[config.mk]
export PLATFORM = sky130hd
export DESIGN_NAME = mem_arbiter_flat
export DESIGN_NICKNAME = d
export VERILOG_FILES = /design/src/rtl/mem_arb_pkg.sv /design/src/rtl/mem_arbiter_if.sv /design/src/rtl/rr_pick.sv /design/src/rtl/mem_arbiter.sv /design/src/flat_wrapper.sv
export SDC_FILE = /design/constraint.sdc
export NUM_CORES = 1
export LEC_CHECK = 0
export ABC_AREA = 1
export CAP_MARGIN = 10
export CORE_MARGIN = 2
export CORE_UTILIZATION = 30
export CTS_BUF_LIST = sky130_fd_sc_hd__clkbuf_8
export CTS_CLUSTER_SIZE = 8
export DETAILED_ROUTE_END_ITERATION = 16
export GPL_ROUTABILITY_DRIVEN = 0
export PLACE_DENSITY = 0.66
export SLEW_MARGIN = 40
export SYNTH_ARGS = -nofsm -noshare
export SYNTH_HDL_FRONTEND = slang
export SYNTH_SLANG_ARGS = --single-unit
[constraint.sdc]
create_clock -name CLOCK_50 -period 2.4 [get_ports CLOCK_50]
set_clock_uncertainty 0.05 [all_clocks]
set_input_delay 0.24 -clock CLOCK_50 [delete_from_list [all_inputs] [get_ports CLOCK_50]]
set_output_delay 0.24 -clock CLOCK_50 [all_outputs]
set_load 0.01 [all_outputs]
[src/rtl/mem_arb_pkg.sv]
// Shared types and defaults for the round-robin memory arbiter.
package mem_arb_pkg;

  typedef enum logic [1:0] {
    IDLE    = 2'd0,
    ISSUE   = 2'd1,
    RELEASE = 2'd2
  } arb_state_e;

  localparam logic RW_WRITE = 1'b1;
  localparam logic RW_READ  = 1'b0;

  localparam int unsigned DEF_N_REQ       = 4;
  localparam int unsigned DEF_ADDR_W      = 20;
  localparam int unsigned DEF_DATA_W      = 16;
  localparam int unsigned DEF_TIMEOUT_CYC = 1023;

endpackage

[src/rtl/mem_arbiter_if.sv]
// Requester and memory-controller signals of the arbiter; master = arbiter side.
interface mem_arbiter_if
  import mem_arb_pkg::*;
#(
  parameter int unsigned N_REQ  = DEF_N_REQ,
  parameter int unsigned ADDR_W = DEF_ADDR_W,
  parameter int unsigned DATA_W = DEF_DATA_W
);
  logic [N_REQ-1:0]        req;
  logic [N_REQ-1:0]        req_rw;
  logic [N_REQ*ADDR_W-1:0] req_addr;
  logic [N_REQ*DATA_W-1:0] req_wdata;
  logic [N_REQ-1:0]        gnt;
  logic [N_REQ-1:0]        ack;
  logic [DATA_W-1:0]       rdata;
  logic                    mem_start;
  logic                    mem_rw;
  logic [ADDR_W-1:0]       mem_address;
  logic [DATA_W-1:0]       mem_wdata;
  logic                    mem_done;
  logic [DATA_W-1:0]       mem_rdata;
  logic                    busy;
  logic                    err_timeout;

  modport master (
    input  req, req_rw, req_addr, req_wdata, mem_done, mem_rdata,
    output gnt, ack, rdata, mem_start, mem_rw, mem_address, mem_wdata, busy, err_timeout
  );

  modport slave (
    output req, req_rw, req_addr, req_wdata, mem_done, mem_rdata,
    input  gnt, ack, rdata, mem_start, mem_rw, mem_address, mem_wdata, busy, err_timeout
  );
endinterface

[src/rtl/rr_pick.sv]
// Combinational round-robin pick: first set request at or after the pointer.
module rr_pick #(
  parameter int unsigned N_REQ = 4,
  parameter int unsigned IDX_W = 2
) (
  input  logic [N_REQ-1:0] req,
  input  logic [IDX_W-1:0] pointer,
  output logic [N_REQ-1:0] winner,
  output logic [IDX_W-1:0] index
);

  logic [IDX_W-1:0] cand;
  logic             found;

  always_comb begin
    winner = '0;
    index  = '0;
    found  = 1'b0;
    cand   = '0;
    for (int unsigned k = 0; k < N_REQ; k++) begin
      cand = IDX_W'((32'(pointer) + k) % N_REQ);
      if (!found && req[cand]) begin
        found        = 1'b1;
        winner[cand] = 1'b1;
        index        = cand;
      end
    end
  end

endmodule

[src/rtl/mem_arbiter.sv]
// Round-robin arbiter in front of a single start/done memory controller.
// Define MEM_ARB_TIMEOUT_EN to abort ISSUE after TIMEOUT_CYC cycles.
module mem_arbiter
  import mem_arb_pkg::*;
#(
  parameter int unsigned N_REQ       = DEF_N_REQ,
  parameter int unsigned ADDR_W      = DEF_ADDR_W,
  parameter int unsigned DATA_W      = DEF_DATA_W,
  parameter int unsigned TIMEOUT_CYC = DEF_TIMEOUT_CYC
) (
  input logic           CLOCK_50,
  input logic           reset,
  mem_arbiter_if.master bus
);

  localparam int unsigned IDX_W = (N_REQ > 1) ? $clog2(N_REQ) : 1;

  arb_state_e        state_q, state_d;
  logic [IDX_W-1:0]  ptr_q, ptr_d, win_q, win_d, pick_idx;
  logic [N_REQ-1:0]  pick_gnt, gnt_q, gnt_d, ack_q, ack_d;
  logic [DATA_W-1:0] rdata_q, rdata_d, wdata_q, wdata_d;
  logic [ADDR_W-1:0] addr_q, addr_d;
  logic              start_q, start_d, rw_q, rw_d;
  logic              done_hit, timeout_hit;

  rr_pick #(
    .N_REQ (N_REQ),
    .IDX_W (IDX_W)
  ) u_pick (
    .req     (bus.req),
    .pointer (ptr_q),
    .winner  (pick_gnt),
    .index   (pick_idx)
  );

  // A done pulse only counts while a command is outstanding.
  assign done_hit = start_q && bus.mem_done;

  always_comb begin
    state_d = state_q;
    ptr_d   = ptr_q;
    win_d   = win_q;
    gnt_d   = gnt_q;
    ack_d   = '0;
    rdata_d = rdata_q;
    start_d = start_q;
    rw_d    = rw_q;
    addr_d  = addr_q;
    wdata_d = wdata_q;
    unique case (state_q)
      IDLE: begin
        if (|bus.req) begin
          win_d   = pick_idx;
          gnt_d   = pick_gnt;
          start_d = 1'b1;
          rw_d    = bus.req_rw[pick_idx];
          addr_d  = bus.req_addr[pick_idx*ADDR_W +: ADDR_W];
          wdata_d = bus.req_wdata[pick_idx*DATA_W +: DATA_W];
          state_d = ISSUE;
        end
      end
      ISSUE: begin
        if (done_hit) begin
          start_d = 1'b0;
          rdata_d = bus.mem_rdata;
          ack_d   = gnt_q;
          state_d = RELEASE;
        end else if (timeout_hit) begin
          start_d = 1'b0;
          rdata_d = '0;
          ack_d   = gnt_q;
          state_d = RELEASE;
        end
      end
      RELEASE: begin
        gnt_d   = '0;
        ptr_d   = (win_q == IDX_W'(N_REQ - 1)) ? '0 : win_q + IDX_W'(1);
        state_d = IDLE;
      end
      default: state_d = IDLE;
    endcase
  end

  always_ff @(posedge CLOCK_50) begin
    if (reset) begin
      state_q <= IDLE;
      ptr_q   <= '0;
      win_q   <= '0;
      gnt_q   <= '0;
      ack_q   <= '0;
      rdata_q <= '0;
      start_q <= 1'b0;
      rw_q    <= RW_READ;
      addr_q  <= '0;
      wdata_q <= '0;
    end else begin
      state_q <= state_d;
      ptr_q   <= ptr_d;
      win_q   <= win_d;
      gnt_q   <= gnt_d;
      ack_q   <= ack_d;
      rdata_q <= rdata_d;
      start_q <= start_d;
      rw_q    <= rw_d;
      addr_q  <= addr_d;
      wdata_q <= wdata_d;
    end
  end

`ifdef MEM_ARB_TIMEOUT_EN
  localparam int unsigned TMR_W = $clog2(TIMEOUT_CYC + 1);

  logic [TMR_W-1:0] tmr_q;
  logic             err_q;

  // tmr_q counts completed ISSUE cycles; abort at the end of the TIMEOUT_CYC-th one.
  assign timeout_hit = (state_q == ISSUE) && (tmr_q == TMR_W'(TIMEOUT_CYC - 1));

  always_ff @(posedge CLOCK_50) begin
    if (reset) begin
      tmr_q <= '0;
      err_q <= 1'b0;
    end else begin
      tmr_q <= (state_q == ISSUE) ? tmr_q + TMR_W'(1) : '0;
      if (timeout_hit && !done_hit) begin
        err_q <= 1'b1;
      end
    end
  end

  assign bus.err_timeout = err_q;
`else
  logic unused_cfg;
  assign unused_cfg      = ^TIMEOUT_CYC;
  assign timeout_hit     = 1'b0;
  assign bus.err_timeout = 1'b0;
`endif

  assign bus.gnt         = gnt_q;
  assign bus.ack         = ack_q;
  assign bus.rdata       = rdata_q;
  assign bus.mem_start   = start_q;
  assign bus.mem_rw      = rw_q;
  assign bus.mem_address = addr_q;
  assign bus.mem_wdata   = wdata_q;
  assign bus.busy        = (state_q != IDLE);

endmodule

[src/flat_wrapper.sv]
// flat-port wrapper written by rule: the top's interface ports become plain ports
module mem_arbiter_flat import mem_arb_pkg::*;
#(
  parameter int unsigned N_REQ       = DEF_N_REQ,
  parameter int unsigned ADDR_W      = DEF_ADDR_W,
  parameter int unsigned DATA_W      = DEF_DATA_W,
  parameter int unsigned TIMEOUT_CYC = DEF_TIMEOUT_CYC
)
  (CLOCK_50, reset, bus_req, bus_req_rw, bus_req_addr, bus_req_wdata, bus_mem_done, bus_mem_rdata, bus_gnt, bus_ack, bus_rdata, bus_mem_start, bus_mem_rw, bus_mem_address, bus_mem_wdata, bus_busy, bus_err_timeout);
  mem_arbiter_if #(.N_REQ(N_REQ), .ADDR_W(ADDR_W), .DATA_W(DATA_W)) bus_i ();
  input logic CLOCK_50;
  input logic reset;
  input wire logic [$bits(bus_i.req)-1:0] bus_req;
  input wire logic [$bits(bus_i.req_rw)-1:0] bus_req_rw;
  input wire logic [$bits(bus_i.req_addr)-1:0] bus_req_addr;
  input wire logic [$bits(bus_i.req_wdata)-1:0] bus_req_wdata;
  input wire logic [$bits(bus_i.mem_done)-1:0] bus_mem_done;
  input wire logic [$bits(bus_i.mem_rdata)-1:0] bus_mem_rdata;
  output wire logic [$bits(bus_i.gnt)-1:0] bus_gnt;
  output wire logic [$bits(bus_i.ack)-1:0] bus_ack;
  output wire logic [$bits(bus_i.rdata)-1:0] bus_rdata;
  output wire logic [$bits(bus_i.mem_start)-1:0] bus_mem_start;
  output wire logic [$bits(bus_i.mem_rw)-1:0] bus_mem_rw;
  output wire logic [$bits(bus_i.mem_address)-1:0] bus_mem_address;
  output wire logic [$bits(bus_i.mem_wdata)-1:0] bus_mem_wdata;
  output wire logic [$bits(bus_i.busy)-1:0] bus_busy;
  output wire logic [$bits(bus_i.err_timeout)-1:0] bus_err_timeout;
  assign bus_i.req = bus_req;
  assign bus_i.req_rw = bus_req_rw;
  assign bus_i.req_addr = bus_req_addr;
  assign bus_i.req_wdata = bus_req_wdata;
  assign bus_i.mem_done = bus_mem_done;
  assign bus_i.mem_rdata = bus_mem_rdata;
  assign bus_gnt = bus_i.gnt;
  assign bus_ack = bus_i.ack;
  assign bus_rdata = bus_i.rdata;
  assign bus_mem_start = bus_i.mem_start;
  assign bus_mem_rw = bus_i.mem_rw;
  assign bus_mem_address = bus_i.mem_address;
  assign bus_mem_wdata = bus_i.mem_wdata;
  assign bus_busy = bus_i.busy;
  assign bus_err_timeout = bus_i.err_timeout;
  mem_arbiter #(.N_REQ(N_REQ), .ADDR_W(ADDR_W), .DATA_W(DATA_W), .TIMEOUT_CYC(TIMEOUT_CYC)) u_core (.CLOCK_50(CLOCK_50), .reset(reset), .bus(bus_i));
endmodule
* After elaboration in Yosys (flattened, before gate mapping)
Cells that the tools add are included.
** Storage, ports and cells
- Output and inout port bits :: 64
- Input port bits :: 171
- Bits in registers :: 68
** Operators by class
- Mux-type cells :: 38
- Bitwise gates (word level) :: 5
- Equality and inequality tests :: 5
- $lt $le $gt $ge :: 9
- Shift operators :: 2
- Multiply operators :: 1
- Add/subtract/negate cells :: 4
- Reduce and logical (&&, ||, !) cells :: 22
** Operator list (count)
- 80-bit by 8-bit variable part select with 20-bit output :: 1
- 64-bit by 7-bit variable part select with 16-bit output :: 1
- 4-bit 2-to-1 mux :: 5
- 2-bit by 3-bit < comparator with 1-bit output, second input constant :: 5
- 1-bit 2-to-1 mux :: 14
- 2-bit 2-to-1 mux :: 7
- 4-bit OR :: 3
- 1-bit binary-select mux with 2-bit select :: 5
- 1-bit demux with 2-bit select :: 4
- 2-bit by 1-bit >= comparator with 1-bit output, second input constant :: 4
- 1-bit logical AND :: 8
- 4-bit case mux with 2 select lines :: 1
- 2-bit AND reduction :: 4
- 2-bit nonzero test :: 3
- 2-bit by 3-bit multiplier with 5-bit output, second input constant :: 1
- 2-bit by 1-bit adder with 2-bit output, second input constant :: 2
- 2-bit adder, second input constant :: 2
- 2-bit equality test, second input constant :: 2
- 2-bit by 1-bit != test with 1-bit output, second input constant :: 2
- 2-bit case mux with 2 select lines :: 1
- 4-bit OR reduction :: 1
- 1-bit zero test :: 3
- 3-bit AND reduction :: 1
- 3-bit OR reduction :: 1
- 4 further kinds :: 5

* Logic depth before layout (Yosys ltp)
Gate-level depths: netlist of the first run.
- Word-level depth :: 14
- Depth in mapped cells :: 17
- Gate-level depth less buffers :: 15

* Modules after synthesis
Synthesis of the first run repeated with hierarchy kept, for this count alone.
** Second synthesis, totals
- Cell total of the unflattened synthesis :: 884
- Area total of the unflattened synthesis :: 4798.4 um^2
** By module, submodules not included
- mem_arbiter :: instances 1, cells each 802, area each 4321.6 um^2
- rr_pick :: instances 1, cells each 82, area each 476.7 um^2

* Worst setup path before layout of the first run
No wires, ideal clock.
- Kind :: reg-to-reg
- From :: register u_core.ptr_q[1]
- To :: register u_core.addr_q[12], in the netlist u_core.bus.mem_address[12]
- Path slack :: 0.132 ns
- Library setup time :: 0.128 ns
- Clock period less this slack :: 2.268 ns
- Cell stages (with the launch flop) :: 16
- Arrival :: 2.090 ns
- Buffers on the path :: 2
- Cells stage by stage :: dfxtp_1 inv_1 ha_1 inv_1 nand3_1 nand2_2 a21oi_2 nand2_2 buf_2 buf_4 nand3_1 nand2_1 nand2_1 nand2_1 nor2_1 nor2_1
** Between the ends
- Cells in the longest elaborated chain, start to end :: 14
- Elaborated cells between the ends (all ways) :: 26
- Those cells by class :: add/sub: 3; mul: 1; shift: 1; mux: 15; reduce/logical: 6
** RTL lines
- from (decl) :: RTL line mem_arbiter.sv:19 : logic [IDX_W-1:0] ptr_q, ptr_d, win_q, win_d, pick_idx;
- from (signal assigned) :: RTL line mem_arbiter.sv:98 : ptr_q <= ptr_d;
- parallel branches: the longest is 11 deep, another holds 2-bit by 1-bit adder with 2-bit output
- 2-bit 2-to-1 mux * :: RTL line rr_pick.sv:22 : if (!found && req[cand]) begin
- 2-bit by 3-bit multiplier with 5-bit output * :: RTL line mem_arbiter.sv:57 : addr_d = bus.req_addr[pick_idx*ADDR_W +: ADDR_W];
- 80-bit by 8-bit variable part select with 20-bit output * :: RTL line mem_arbiter.sv:57
- to (signal assigned) :: RTL line mem_arbiter.sv:105 : addr_q <= addr_d;
- to (decl) :: RTL line mem_arbiter.sv:22 : logic [ADDR_W-1:0] addr_q, addr_d;
Every way passes the cells marked *. The select of a mux whose other input is x is not followed.
A chain may end at the register's enable or synchronous reset.

* Worst setup path after layout of the first run
- From :: register u_core.ptr_q[0]
- To :: register u_core.addr_q[4], in the netlist u_core.bus.mem_address[4]
The elaborated chain is that of the path after synthesis.

==> results of run 1 <==
==> synth_stat cells (all sizes together) (3+ instances only) <==
| master | number |
|---|---|
| nand2 | 246 |
| ha | 9 |
| o21ai | 20 |
| nand3b | 16 |
| a21oi | 12 |
| nand4 | 3 |
| o221ai | 4 |
| dfxtp | 68 |
| nor2 | 192 |
| clkbuf | 14 |
| buf | 29 |
| inv | 98 |
| nand3 | 64 |
| a22oi | 4 |
==> final cells by class <==
cell class	instances	area [um^2]
fillers	1545	7640
repair buffers	264	2680
multi-input cells	573	2620
flip-flops and latches	68	1370
inverters	100	388
well taps	188	235
clock buffers	9	124
clock inverters	7	92.6
==> worst reg2reg max path: stages, from the launching register on <==
cell and delay [ns]:
dfxtp_4 0.37, inv_6 0.03, ha_1 0.32, inv_1 0.08
nand3_1 0.12, nand2_4 0.14, nand4_4 0.12, nand2_4 0.13
nand2_4 0.11, buf_4 0.22, nand2_1 0.07, nand2_1 0.05
nand2_1 0.10, nand2_1 0.06, nor2_1 0.09, nor2_1 0.04
==> stage by stage <==
stage	setup WS [ns]	TNS, ns
after floorplan	0.132	0
after detailed placement	0.0194	0
after CTS	0.0669	0
after global placement	0.0156	0
after global routing	-0.0497	-0.105
final	0.171	0
==> power by group through the flow <==
stage	Sequential [mW]	Combinational (mW)	Clock (mW)
finish	1.30	1.47	1.06
global placement	1.33	1.44	0
floorplan	1.38	0.700	0
detailed placement	1.33	1.45	0
global route	1.31	1.64	1.15
CTS	1.30	1.45	1.10
==> registers in the layout, summed over array words and instances, names as in the netlist <==
register and count:
u_core.bus.gnt 4, u_core.state_q 2, u_core.bus.rdata 16, u_core.ptr_q 2, u_core.bus.mem_wdata 16, u_core.bus.ack 4
u_core.win_q 2, u_core.bus.mem_address 20, u_core.bus.mem_start 1, u_core.bus.mem_rw 1
==> worst min path at each step <==
stage | end | cells past startpoint
floorplan | u_core.bus.rdata[0] | 2
global placement | u_core.bus.ack[3] | 2
detailed placement | u_core.bus.ack[0] | 2
CTS | u_core.bus.rdata[7] | 4
global route | u_core.bus.rdata[1] | 3
finish | u_core.bus.rdata[1] | 4
==> what timing repair did <==
item                                    4_1_cts  5_1_grt
setup buffers                                 0        4
gates resized for setup                       0        9
endpoints found under the setup margin        0       37
hold buffers                                  0        0
==> cells by family (layout without fill, tap and decap cells) <==
family	count (synthesis)	count (layout)	synth area share, %
adder cells (fa/ha/maj)	9	9	2.44
AO/OA/AOI/OAI	41	41	5.33
AND/OR/NAND/NOR	522	522	48.5
flip-flops	68	68	29.5
other	1	1	0.0811
buffers and inverters	143	380	14.2
==> layer usage <==
metal / share of wire (%) / wire, um / global-route usage (%)
met5: 0 / 0 / 0
met4: 2.0 / 310 / 7.24
met3: 6.6 / 1030 / 4.55
met2: 47 / 7320 / 31.4
met1: 44 / 6800 / 22.5
==> layout by cell type, fill, tap and decap left out, types with 2 or more instances in the layout <==
cell,n
nand2_1,236
clkdlybuf4s50_1,232
nor2_1,188
inv_1,96
dfxtp_1,67
nand3_1,52
buf_4,22
o21ai_0,20
nand3b_1,16
nand3_2,12
a21oi_1,10
ha_1,9
clkbuf_8,9
nand2_4,6
buf_12,6
nand2_2,4
a22oi_1,4
o221ai_1,4
clkinv_4,2
nand4_1,2
nor2_4,2
nor2_2,2
bufinv_16,2
clkinvlp_4,2
==> out/metrics.yaml, run 1 <==
num_io_pins: 235
crit_start: "u_core.ptr_q[0]"
p_sw_mw: 1.25
grt_first_pass_wirelength_um: 24100
hp-start: "reset"
max_cap_violations: 0
leakage_nw: 3.61
avgRoutedWirePerCell_um: 12.8
synth_top_cell_area_share_pct: 29.5
hpwl_um: 11200
clock_power_share_pct: 27.7
dp.cells: 1188
die_area_um2: 16400
synth_area_leaders: "dfxtp_1 29%, nand2_1 19%, nor2_1 15%"
setup_viol: 0
tightest_slew_ns: 0.534
fin_util_pct: 49.5
clock_path_buffers: 2
final_hold_viol_count: 0
core_um2: 15100
dr.first_iter.drc_count: 237
path_class: "flip-flop to flip-flop"
antenna_left: 0
die_y_um: 128
power_frac_comb_pct: 38.4
crit_cells: 15
numCtsBuffers: 9
grt-ovfl-total: 0
clk_latency_ns: 0.36
clkTransAtPathRegs_ns: 0.08
cp_slowest_cell: "dfxtp_4"
cts_tree: "yes"
syn_nets: 964
syn2layout_area_growth_pct: 62.3
grt_use_total_pct: 18.5
fin_cells: 1209
synth_area_um2: 4620
postLayoutCellArea_um2: 7500
totalPowerFinal_mw: 3.84
pwr-share-seq_pct: 33.9
drv_slew: 0
drt_pass1_iterations: 5
rsz0062_at_grt: "yes"
cpMostUsedCell: "nand2_1"
path_delay_family: "simple AND/OR/NAND/NOR gates"
syn_inst: 784
clockRootBuffer: "clkbuf_8"
grt_max_degree: 56
maxSlewHeadroom_pct: 64.4
holdWs_ns: 0.370
io_buffers: 233
period_share_pct: 92.9
critPathCapture: "u_core.bus.mem_address[4]"
grt_pass1_vias: 4939
min_period_ns: 2.23
min_path_type: "input pin to flip-flop"
finalWirelength_um: 15500
via_count: 5290
worst_setup_path_end_kind: "flip-flop"
r2r_slack_ns: 0.17
p_int_mw: 2.59
yosysTopAreaCell: "dfxtp_1"
viasPerCell: 4.38
drt_drc_violations_left: 0
required_ns: 2.59
layout-drive-gt1-share_pct: 7.93
ys.flop_type: "dfxtp_1"
fin_nets: 1196
timing.critical_path.slowest_cell_delay_ns: 0.37
path_max_fanout: 15
antenna_found_initial: 0
avgSynthCellArea_um2: 5.90
r2r_start: "u_core.ptr_q[0]"
dpl_cell_area_um2: 7200
die_width_um: 128
async_flop_share_pct: 0
crit_chain: "inv_6 > ha_1 > inv_1 > nand3_1 > nand2_4 > nand4_4 > nand2_4 > nand2_4 > buf_4 > nand2_1 > nand2_1 > nand2_1 > nand2_1 > nor2_1 > nor2_1"
sw_frac_of_total_pct: 32.6
cp.arrival_ns: 2.42
antenna_cells: 0
p_per_area_nw_per_um2: 512
htreeDepth: 3
start_kind: "flip-flop"
start_util_pct: 30.5
status: "finished clean"
ys_seq_area_share_pct: 29.5
clock-sinks: 68
ys_types: 33
peakVddDrop_v: 0.000233
r2r-end: "u_core.bus.mem_address[4]"
synth_edf_count: 0
row_count: 45
fmax_mhz: 449
crit_buf_inv: 3
ys_ff_latch: 68
yosysWarnings: 0
ff2ff_path_depth: 15
No activity file was read; power rests on OpenSTA's default activity.
==> run 2, diff against run 1 <==
Settings changed: REMOVE_ABC_BUFFERS from default to 1, SETUP_SLACK_MARGIN from default to 0.2.
==> run 2 against run 1 <==
Setup slack gained 0.065 ns. Wire length grew 8.8%. First-iteration DRC count grew 26%. Maximum frequency grew 3.0%. Via count grew 3.5%. Sequential share of layout area shrank 0.47 points. Clock power grew 12%. Hold slack gained 0.029 ns. Critical endpoint is now u_core.bus.mem_address[1]. Die area is the same. Non-clock buffer count grew 8. Sequential cell count is the same. Sequential power is essentially flat.
==> out/metrics.yaml, run 2 (synthesis gave the netlist of run 1 again) <==
status: "finished clean"
met1_usage_pct: 23.3  # +0.77 points
io_buffers: 233  # unchanged
layout-drive-gt1-share_pct: 10.0  # +2.1 points
clock-sinks: 68  # unchanged
tightest_slew_ns: 0.577  # +0.0429 ns
largest_reg_flops: 20  # unchanged
dp.cells: 1189  # +0.084%
layout_common_cells: "232 x nand2_1, 232 x clkdlybuf4s50_1, 185 x nor2_1, 94 x inv_1, 66 x dfxtp_1"
r2r_start: "u_core.ptr_q[0]"
hpwl_um: 11600  # +3.2%
antenna_cells: 0  # unchanged
row_count: 45  # unchanged
period_share_pct: 90.2  # -2.7 points
p_sw_mw: 1.31  # +4.6%
min_path_type: "flip-flop to flip-flop"
pwr-share-seq_pct: 32.2  # -1.7 points
drv_slew: 0  # unchanged
die_y_um: 128  # unchanged
hold_path_end: "u_core.bus.ack[3]"
clock_power_share_pct: 29.3  # +1.6 points
dp_slack_ns: 0.0236  # +0.00419 ns
worst_slack_ns: 0.236  # +0.0654 ns
num_io_pins: 235  # unchanged
setup_viol: 0  # unchanged
grt_first_pass_wirelength_um: 25600  # +6.0%
p_per_area_nw_per_um2: 525  # +2.5%
fin_cells: 1217  # +0.66%
numCtsBuffers: 9  # unchanged
clock_path_buffers: 2  # unchanged
clk_latency_ns: 0.37  # about the same
start_util_pct: 30.5  # unchanged
sw_frac_of_total_pct: 32.3  # -0.24 points
r2r-end: "u_core.bus.mem_address[1]"
maxSlewHeadroom_pct: 61.5  # -2.9 points
grt-ovfl-total: 0  # unchanged
dr.first_iter.drc_count: 299  # +26%
avgRoutedWirePerCell_um: 13.8  # +8.0%
antenna_found_initial: 0  # unchanged
clkTransAtPathRegs_ns: 0.09  # about the same
met2_usage_pct: 34.4  # +3.0 points
r2r_slack_ns: 0.24  # +0.07 ns
worst_setup_path_end_kind: "flip-flop"
fin_nets: 1204  # +0.67%
die_width_um: 128  # unchanged
busiest_layer: "met2"
viasPerCell: 4.50  # +2.8%
via_count: 5473  # +3.5%
clockRootBuffer: "clkbuf_8"
final_hold_viol_count: 0  # unchanged
met3_usage_pct: 5.30  # +0.75 points
hold_depth: 2  # -2
hp-start: "u_core.bus.gnt[3]"
max_cap_violations: 0  # unchanged
grt_pass1_vias: 5129  # +3.8%
power_frac_comb_pct: 38.5  # about the same
grt_use_total_pct: 19.8  # +1.3 points
fmax_mhz: 462  # +3.0%
min_period_ns: 2.16  # -0.0654 ns
core_um2: 15100  # unchanged
path_class: "flip-flop to flip-flop"
cp.arrival_ns: 2.42  # about the same
required_ns: 2.65  # +0.06 ns
htreeDepth: 3  # unchanged
ff2ff_path_depth: 14  # -1
cts_tree: "yes"
peakVddDrop_v: 0.000306  # +31%
totalPowerFinal_mw: 4.04  # +5.4%
p_int_mw: 2.74  # +5.7%
rsz0062_at_grt: "yes"
antenna_left: 0  # unchanged
path_max_fanout: 10  # -5
finalWirelength_um: 16800  # +8.8%
drt_drc_violations_left: 0  # unchanged
crit_start: "u_core.ptr_q[0]"
start_kind: "flip-flop"
drt_pass1_iterations: 4  # -1
die_area_um2: 16400  # unchanged
syn2layout_area_growth_pct: 66.8
n_fill_cell: 1565  # +1.3%
grt_max_degree: 45  # -20%
leakage_nw: 3.68  # +1.8%
## run 2: worst max-delay path by stage
stage	endpoint	slack, ns	cells after the start
final	u_core.bus.mem_address[1]	0.24	14
after global routing	u_core.bus.mem_address[19]	0.12	15
after CTS	u_core.bus.mem_address[1]	0.21	15
after detailed placement	u_core.bus.mem_wdata[6]	0.02	15
after global placement	u_core.bus.mem_address[19]	0.08	15
after floorplan	u_core.bus.mem_address[11]	-1.0	14
## run 2: layout make-up
type	count	area (um^2)	share of cell area (%)
Clock buffer	9	124	1.61
Clock inverter	7	115	1.49
Inverter	100	388	5.03
Multi-Input combinational cell	573	2690	34.9
Sequential cell	68	1370	17.7
Tap cell	188	235	3.05
Timing Repair Buffer	272	2790	36.2
## run 2: critical path: stages, from the launching register on
cell	delay, ns
dfxtp_4	0.38
inv_6	0.04
ha_4	0.29
nand3_4	0.09
nand2_4	0.13
buf_6	0.11
nand3_2	0.09
nand3_4	0.13
nand2_4	0.08
nor2_4	0.23
clkbuf_16	0.22
nand2_1	0.05
nor2_1	0.08
nor2_1	0.05
nor2_1	0.08
## run 2: repair_timing
item | 4_1_cts | 5_1_grt
pin swaps | 2 | 13
resized for setup | 7 | 24
gates cloned | 1 | 3
hold buffers | 0 | 0
setup endpoints to repair | 37 | 37
setup buffers | 1 | 7
## run 2: layer usage
layer / vias up / part of all wire (%) / wire [um]
li1: 2840 / - / -
met1: 2423 / 43 / 7180
met2: 179 / 49 / 8150
met3: 31 / 6.3 / 1070
met4: 0 / 2.4 / 408
met5: - / 0 / 0
## run 2: power groups by stage
stage | clock, mW | sequential [mW] | combinational [mW]
final | 1.19 | 1.30 | 1.56
after global routing | 1.27 | 1.32 | 1.72
after CTS | 1.22 | 1.30 | 1.50
after detailed placement | 0 | 1.33 | 1.46
after global placement | 0 | 1.33 | 1.45
after floorplan | 0 | 1.38 | 0.612
## run 2: per-stage QoR
step | setup TNS (ns) | utilization (%) | cell area [um^2] | hold slack [ns]
detailed placement | 0 | 47.5 | 7190 | 0.390
finish | 0 | 50.9 | 7710 | 0.400
global placement | 0 | 47.5 | 7190 | 0.386
floorplan | -31.53 | - | 4350 | 0.259
global route | 0 | 50.9 | 7710 | 0.389
CTS | 0 | 49.6 | 7510 | 0.384
